File: src/rtl/showcase0_result_packer_if.sv
// Producer/consumer bundle for the result packer. The DUT takes the slave side
// and the environment takes the master side.
interface showcase0_result_packer_if #(
    parameter int FIFO_DEPTH = 4,
    parameter int CNT_WIDTH  = 16
);
    localparam int LW = $clog2(FIFO_DEPTH) + 1;

    logic                 in_vld;
    logic [31:0]          c;
    logic                 cmp_5;
    logic [7:0]           sc_signal;
    logic [7:0]           j;
    logic [7:0]           g;
    logic [7:0]           h;
    logic [31:0]          out_data;
    logic                 out_vld;
    logic                 out_rd;
    logic                 in_drop;
    logic [CNT_WIDTH-1:0] match_cnt;
    logic [31:0]          sum_acc;
    logic [LW-1:0]        level;

    modport slave (
        input  in_vld, c, cmp_5, sc_signal, j, g, h, out_rd,
        output out_data, out_vld, in_drop, match_cnt, sum_acc, level
    );

    modport master (
        output in_vld, c, cmp_5, sc_signal, j, g, h, out_rd,
        input  out_data, out_vld, in_drop, match_cnt, sum_acc, level
    );
endinterface

File: src/rtl/showcase0_result_packer.sv
// Packs upstream results into 32-bit words and queues them in a small
// first-word-fall-through buffer, with match counting and a running sum.
module showcase0_result_packer #(
    parameter int FIFO_DEPTH = 4,
    parameter int CNT_WIDTH  = 16
) (
    input logic                     clk,
    input logic                     rst_n,
    showcase0_result_packer_if.slave bus
);
    localparam int AW = $clog2(FIFO_DEPTH);
    localparam int LW = AW + 1;

    logic [31:0]          mem [FIFO_DEPTH];
    logic [AW-1:0]        wr_ptr, rd_ptr;
    logic [LW-1:0]        level_q;
    logic                 drop_q;
    logic [CNT_WIDTH-1:0] match_q;
    logic [31:0]          sum_q;

    logic        empty, pop, push;
    logic [31:0] word;

    assign empty = (level_q == '0);
    assign pop   = !empty && bus.out_rd;
    // A pop in the same cycle frees the slot, so a full buffer still accepts.
    assign push  = bus.in_vld && ((level_q < LW'(FIFO_DEPTH)) || pop);
    assign word  = {bus.sc_signal, bus.j, bus.g, bus.h};

    always_ff @(posedge clk) begin
        if (!rst_n) begin
            wr_ptr  <= '0;
            rd_ptr  <= '0;
            level_q <= '0;
            drop_q  <= 1'b0;
            match_q <= '0;
            sum_q   <= '0;
        end else begin
            if (push) wr_ptr <= wr_ptr + AW'(1);
            if (pop)  rd_ptr <= rd_ptr + AW'(1);
            level_q <= level_q + LW'(push) - LW'(pop);
            drop_q  <= bus.in_vld && !push;
            if (bus.in_vld && bus.cmp_5 && (match_q != '1))
                match_q <= match_q + CNT_WIDTH'(1);
            if (push) sum_q <= sum_q + bus.c;
        end
    end

    // Storage is not reset; the empty-gated output mux hides stale contents.
    always_ff @(posedge clk) begin
        if (rst_n && push) mem[wr_ptr] <= word;
    end

    assign bus.out_data  = empty ? '0 : mem[rd_ptr];
    assign bus.out_vld   = !empty;
    assign bus.in_drop   = drop_q;
    assign bus.match_cnt = match_q;
    assign bus.sum_acc   = sum_q;
    assign bus.level     = level_q;
endmodule

File: src/flat_wrapper.sv
// flat-port wrapper written by rule: the top's interface ports become plain ports
module showcase0_result_packer_flat 
#(
    parameter int FIFO_DEPTH = 4,
    parameter int CNT_WIDTH  = 16
)
  (clk, rst_n, bus_in_vld, bus_c, bus_cmp_5, bus_sc_signal, bus_j, bus_g, bus_h, bus_out_rd, bus_out_data, bus_out_vld, bus_in_drop, bus_match_cnt, bus_sum_acc, bus_level);
  showcase0_result_packer_if #(.FIFO_DEPTH(FIFO_DEPTH), .CNT_WIDTH(CNT_WIDTH)) bus_i ();
  input logic clk;
  input logic rst_n;
  input wire logic [$bits(bus_i.in_vld)-1:0] bus_in_vld;
  input wire logic [$bits(bus_i.c)-1:0] bus_c;
  input wire logic [$bits(bus_i.cmp_5)-1:0] bus_cmp_5;
  input wire logic [$bits(bus_i.sc_signal)-1:0] bus_sc_signal;
  input wire logic [$bits(bus_i.j)-1:0] bus_j;
  input wire logic [$bits(bus_i.g)-1:0] bus_g;
  input wire logic [$bits(bus_i.h)-1:0] bus_h;
  input wire logic [$bits(bus_i.out_rd)-1:0] bus_out_rd;
  output wire logic [$bits(bus_i.out_data)-1:0] bus_out_data;
  output wire logic [$bits(bus_i.out_vld)-1:0] bus_out_vld;
  output wire logic [$bits(bus_i.in_drop)-1:0] bus_in_drop;
  output wire logic [$bits(bus_i.match_cnt)-1:0] bus_match_cnt;
  output wire logic [$bits(bus_i.sum_acc)-1:0] bus_sum_acc;
  output wire logic [$bits(bus_i.level)-1:0] bus_level;
  assign bus_i.in_vld = bus_in_vld;
  assign bus_i.c = bus_c;
  assign bus_i.cmp_5 = bus_cmp_5;
  assign bus_i.sc_signal = bus_sc_signal;
  assign bus_i.j = bus_j;
  assign bus_i.g = bus_g;
  assign bus_i.h = bus_h;
  assign bus_i.out_rd = bus_out_rd;
  assign bus_out_data = bus_i.out_data;
  assign bus_out_vld = bus_i.out_vld;
  assign bus_in_drop = bus_i.in_drop;
  assign bus_match_cnt = bus_i.match_cnt;
  assign bus_sum_acc = bus_i.sum_acc;
  assign bus_level = bus_i.level;
  showcase0_result_packer #(.FIFO_DEPTH(FIFO_DEPTH), .CNT_WIDTH(CNT_WIDTH)) u_core (.clk(clk), .rst_n(rst_n), .bus(bus_i));
endmodule
File: config.mk
export PLATFORM = sky130hd
export DESIGN_NAME = showcase0_result_packer_flat
export DESIGN_NICKNAME = d
export VERILOG_FILES = /design/src/rtl/showcase0_result_packer_if.sv /design/src/rtl/showcase0_result_packer.sv /design/src/flat_wrapper.sv
export SDC_FILE = /design/constraint.sdc
export NUM_CORES = 1
export LEC_CHECK = 0
export BUFFER_PORTS_ARGS = -buffer_cell sky130_fd_sc_hd__buf_4
export CAP_MARGIN = 20
export CORE_MARGIN = 3
export CORE_UTILIZATION = 50
export DETAILED_ROUTE_END_ITERATION = 10
export PLACE_DENSITY = 0.73
export RECOVER_POWER = 100
export SYNTH_ARGS = -nofsm -noshare
export SYNTH_HDL_FRONTEND = slang
export SYNTH_SLANG_ARGS = --single-unit
File: constraint.sdc
create_clock -name clk -period 3.16 [get_ports clk]
set_clock_uncertainty 0.15 [all_clocks]
set_input_delay 0.316 -clock clk [delete_from_list [all_inputs] [get_ports clk]]
set_output_delay 0.316 -clock clk [all_outputs]
set_load 0.01 [all_outputs]
==> flow_summary.ini, run 1 <==
[power]
vdd_drop_max_mv = 0.399
power_frac_seq_pct = 39.1
power.density_cell_area_mw_per_mm2 = 705
power_report.internal_total_w = 0.00523
share_comb_of_total_power_pct = 31.0
post-layout-total-power_w = 0.00752
netSwitchingFraction_pct = 30.4
clockPowerShare_pct = 29.9
power_leakage_nw = 3.92
power.switching_w = 0.00229

[global_route]
gr-max-usage-layer = met2
global_route.usage.met3_pct = 5.48
grt_overflow_total = 0
use_met1_pct = 25.5
grt.total_usage_pct = 21.1
antenna_violations_before_repair = 0
grt_pass1_wl_microns = 30800
global_route.usage.met2_pct = 36.3
grt_pass1_vias = 6313
maximum_number_of_pins_on_one_net_before_global_route_repair = 42

[worst_setup_path]
worst_ep_required_time_ps = 3370
worstReg2RegEnd = u_core.bus.sum_acc[31]
arr_time_crit_path_ps = 3220
cp-startpoint = u_core.bus.sum_acc[7]
crit_path_start_kind = flop
criticalPathCategory = reg -> reg
cp_max_fo = 5
r2r_setup_slack_ps = 150
startpoint_of_the_worst_slack_reg_to_reg_timing_path = u_core.bus.sum_acc[7]
worstSetupEndpointType = flop
r2r.worst_path.cells = 9

[layout]
layout-area-overhead-vs-synth_pct = 23.2
fillCellCount = 1344
layout.cells.most_common = edfxtp_1
antenna-diode-count = 0
area_taken_by_flip_flops_and_latches_sq_mm = 0.00501
drive_gt1_share_pct = 16.3
finish.net_count = 983
most_frequent_cells_in_the_layout = edfxtp_1 (128), clkbuf_1 (98), buf_4 (69)
post_route_cell_area_sq_mm = 0.0107
multiInputGateArea_sq_mm = 0.00348

[flow_run]
maxCapViolCount = 2

[detailed_routing]
wirelength_microns = 19500
detail-route-antenna-nets = 0
dr_total_vias = 6202
route.detailed.vias_per_inst = 5.60
route.detailed.wl_per_inst_microns = 17.6
dr.pass1.iters = 5
drt_first_iter_violations = 316
detail_route.drc_violations = 0

[cts]
clkSinkCount = 186
hold_buffers = 33
post-cts-setup-buffers = 0
tritoncts = built
cts.root.buffer_cell = clkbuf_16
cts_buffer_depth = 2
cts_inserted_buffers = 17
worst_skew_pair_later_pin_latency_ps = 430
htreeDepth = 4
cts.reportedPaths.clkPinSlew_ps = 60
cts_resized = 0

[floorplanning]
die_height_microns = 138
design.portCount = 154
initial_core_util_pct = 51.7
die-width_microns = 138
floorplan.die_area_sq_mm = 0.0189
placementRows = 47
core_sq_mm = 0.0168

[sta]
setup_repair_after_global_routing_missed_its_margin = no
timing.slew.headroom_pct = -15.6
fin_crit_ps = 3010
max_freq_ghz = 0.332
timing.final.crit_share_pct = 95.3
final_hold_viol_count = 0
timing_max_transition_violations_final = 72
timing_worst_slew_pin_value_ps = 1730
totalNegativeSetupSlack_ps = 0
finalSetupViolations = 0

[placed_design]
detailed_place.area_sq_mm = 0.0101
detailedPlacementHpwl_microns = 13200
place_congestion = 0.899
port_buffers = 153

[yosys]
asyncSetResetFlopFracSynth_pct = 0
syn-cell-area_sq_mm = 0.00866
synth_ff_type = edfxtp_1
synth_area_leaders = edfxtp_1 (44%), dfxtp_1 (13%), mux4_2 (8.3%)
synth-edff-count = 128
yosysSeqAreaShare_pct = 57.8
netlist.top_cell.by_area = edfxtp_1
synth_top_area_share_pct = 44.4
synth_seq_cells = 186
ys_types = 51
syn_avg_cell_area_sq_um = 12.6
yosysWarnings = 0
nets_in_the_synthesized_netlist = 797
netlist_instances = 688

[hold_path]
whs_path_depth = 3
timing.hold.worst.start = bus_out_rd
timing.hold.worst_endpoint = u_core.bus.in_drop
hold_path_class = in -> reg

[status]
run_status = finished with violations
failed_checks = max-capacitance violations, max-slew violations
Yosys cell counts (all sizes together), types with 8 or more instances:
library cell / instances
dfxtp: 58
xor2: 14
mux4: 32
a21oi: 51
nand3: 17
a21o: 14
inv: 14
xnor2: 22
or3: 14
clkbuf: 25
o21ai: 26
a31oi: 8
and3: 10
nand4: 10
nor2: 32
edfxtp: 128
nand2: 68
ha: 38
and2: 36
cells by family (layout without fill, tap and decap cells):
logic type	count (synthesis)	count (layout)	share of synthesized area [%]
AND/OR/NAND/NOR	213	213	12.4
multiplexers	36	36	8.80
flip-flops	186	186	57.8
XOR/XNOR	36	36	3.64
adder cells (fa/ha/maj)	40	40	5.95
buffers and inverters	46	245	1.99
AO/OA/AOI/OAI	131	131	9.41
worst max path at each step:
stage,end,slack (ps)
after detailed placement,u_core.bus.sum_acc[31],90
after floorplan,u_core.bus.sum_acc[27],300
final,u_core.bus.sum_acc[31],150
after global routing,bus_out_data[25],30
after CTS,u_core.bus.sum_acc[27],160
after global placement,u_core.bus.sum_acc[31],100
area by class of cell:
| type | count | area share (%) |
|---|---|---|
| repair buffers | 199 | 11.4 |
| multi-input cells | 456 | 32.7 |
| clock buffers | 21 | 4.13 |
| inverters | 14 | 0.493 |
| flip-flops and latches | 186 | 46.9 |
| clock inverters | 11 | 1.77 |
| well taps | 220 | 2.58 |
flip-flops by register name (all words and copies together), names as in the netlist, named ones only:
name                  count
u_core.bus.in_drop        1
u_core.rd_ptr             2
u_core.wr_ptr             2
u_core.bus.sum_acc       32
u_core.bus.level          3
u_core.mem              128
u_core.bus.match_cnt     16
routing by layer:
| metal | vias to the layer above | routed length (microns) |
|---|---|---|
| met5 | - | 0 |
| met4 | 0 | 363 |
| met3 | 34 | 1130 |
| met2 | 163 | 9920 |
| met1 | 3052 | 8090 |
| li1 | 2953 | - |
power groups by stage:
stage / combinational [W] / clock, W / sequential [W]
after CTS: 0.00251 / 0.00229 / 0.00295
after global placement: 0.00241 / 0 / 0.00299
after floorplan: 0.00151 / 0 / 0.00298
after global routing: 0.00258 / 0.00238 / 0.00297
after detailed placement: 0.00247 / 0 / 0.00300
final: 0.00233 / 0.00225 / 0.00294
per-stage QoR:
stage,instances,utilization [%],hold WS [ps],setup slack (ps)
6_report,1107,63.6,26.9,149
4_1_cts,1107,65.8,10.2,157
2_1_floorplan,688,-,265,297
5_1_grt,1107,63.6,26.6,31.0
3_3_place_gp,1042,60.1,311,105
3_5_place_dp,1042,60.1,321,92.5
worst max-delay path: stages (launching register included):
cell and delay, ps:
dfxtp_1 330, ha_1 380, nand4_1 130, or4_1 530, o211a_2 190, o211a_1 290
or3_1 390, a211o_1 300, nand2_1 80, mux2i_1 180
No activity file was read; power rests on OpenSTA's default activity.
==> run 2, diff against run 1 <==
- clock period: 3.16 -> 3.4 ns (I/O delays scaled with it)
==> run 2 against run 1 <==
Against the previous run: the run still ends with max-capacitance violations, max-slew violations left; count of clock-buffer cells in the layout is 2 lower; highest routed layer unchanged; non-clock buffer count is 4 lower; maximum frequency shrank 1.8%; total power fell by 9.5%; critical path depth unchanged; utilization decreased by 0.43 points; via count fell by 1.1%; routed wire length is 2.1% lower; cell count down 0.36%; register-to-register slack improved by 190 ps; global-route usage decreased by 0.37 points.
==> flow_summary.ini, run 2 (synthesis gave the netlist of run 1 again) <==
[status]
run_status = finished with violations
failed_checks = max-capacitance violations, max-slew violations

[sta]
max_freq_ghz = 0.326
setup_repair_after_global_routing_missed_its_margin = no
final_hold_viol_count = 0
timing.final.crit_share_pct = 90.1
finalSetupViolations = 0
timing_worst_slew_pin_value_ps = 1780
hold_slack_ps = 53.2
timing.slew.headroom_pct = -18.4
fin_crit_ps = 3060
totalNegativeSetupSlack_ps = 0
timing_max_transition_violations_final = 171

[global_route]
grt_overflow_total = 0
maximum_number_of_pins_on_one_net_before_global_route_repair = 42
antenna_violations_before_repair = 0
grt.total_usage_pct = 20.7
grt_pass1_wl_microns = 30400
grt_pass1_vias = 6139

[detailed_routing]
detail-route-antenna-nets = 0
wirelength_microns = 19100
dr.pass1.iters = 5
dr_total_vias = 6131
detail_route.drc_violations = 0
route.detailed.wl_per_inst_microns = 17.3
route.detailed.vias_per_inst = 5.56
drt_first_iter_violations = 416

[floorplanning]
design.portCount = 154
core_sq_mm = 0.0168
floorplan.die_area_sq_mm = 0.0189
placementRows = 47
die_height_microns = 138
die-width_microns = 138
initial_core_util_pct = 51.7

[worst_setup_path]
r2r_setup_slack_ps = 340
worstPathCellList = ha_1, nand4_1, or4_1, o211a_2, o211a_1, o41ai_2, a31oi_1, mux2i_1, a31o_2
criticalPathCategory = reg -> reg
cp_max_fo = 6
crit_family = compound AO/OA/AOI/OAI gates
crit_path_start_kind = flop
critical-path-slowest-cell = or4_1
peak_per_stage_delay_on_the_critical_path_ps = 530
critPathBufInv = 0
arr_time_crit_path_ps = 3230
worstSetupEndpointType = flop
worst_ep_required_time_ps = 3570

[placed_design]
detailed_place.area_sq_mm = 0.0100
placed_cells_incl_taps = 1038
place_congestion = 0.929
port_buffers = 153
detailedPlacementHpwl_microns = 12800

[layout]
layout-area-overhead-vs-synth_pct = 22.3
drive_gt1_share_pct = 15.6
finish.net_count = 979
layout.cells.most_common = edfxtp_1
fillCellCount = 1348
antenna-diode-count = 0
largest-register = u_core.mem
post_route_cell_area_sq_mm = 0.0106
stdcell_count = 1103
largest_register_ffs = 128
most_frequent_cells_in_the_layout = edfxtp_1 (128), clkbuf_1 (97), nand2_1 (68)

[cts]
worst_skew_pair_later_pin_latency_ps = 430
cts.root.buffer_cell = clkbuf_16
cts_inserted_buffers = 17
clkSinkCount = 186
htreeDepth = 4
cts.reportedPaths.clkPinSlew_ps = 70
tritoncts = built
cts_buffer_depth = 2

[power]
power.density_cell_area_mw_per_mm2 = 643
vdd_drop_max_mv = 0.370
post-layout-total-power_w = 0.00681
power_leakage_nw = 3.87

[flow_run]
maxCapViolCount = 6

[hold_path]
hold_path_class = in -> reg
-- run 2: per-layer routing --
layer	GRT usage, %	up-vias	wire length [microns]
li1	-	2949	-
met1	26.2	2948	8010
met2	34.7	204	9450
met3	5.08	30	1300
met4	7.54	0	316
met5	0	-	0
-- run 2: area by class of cell --
cell class,count,area [sq um],share of cell area [%]
clock inverter,13,136,1.29
timing repair buffer,195,1200,11.3
clock buffer,19,443,4.18
sequential,186,5010,47.3
multi-input combinational,456,3480,32.9
inverter,14,52.6,0.496
tap,220,275,2.60
-- run 2: worst min-delay path, cell delays in order --
cell and delay, ps:
buf_4 90, nand2b_1 110, nor2_1 50
-- run 2: repair_timing --
item / 4_1_cts / 5_1_grt
setup buffers: 0 / 0
hold buffers: 33 / 0
endpoints found under the hold margin: 129 / 0
resized for setup: 0 / 0
-- run 2: power breakdown --
| group | switching (W) | total, W | internal [W] |
|---|---|---|---|
| sequential | 0.000136 | 0.00274 | 0.00260 |
| combinational | 0.00115 | 0.00217 | 0.00102 |
| clock | 0.000854 | 0.00190 | 0.00105 |
-- run 2: stage by stage --
step / util (%) / setup WS (ps)
after floorplan: - / 537
after global placement: 60.0 / 291
after detailed placement: 60.0 / 251
after CTS: 65.4 / 349
after global routing: 63.2 / 174
final: 63.2 / 335
-- run 2: path summary, 6_finish.rpt --
check,startpoint,end,cells past startpoint
min reg2reg,u_core.bus.sum_acc[31],u_core.bus.sum_acc[31],2
min,bus_out_rd,u_core.bus.in_drop,3
max,u_core.bus.sum_acc[9],u_core.bus.sum_acc[27],9
max reg2reg,u_core.bus.sum_acc[9],u_core.bus.sum_acc[27],9
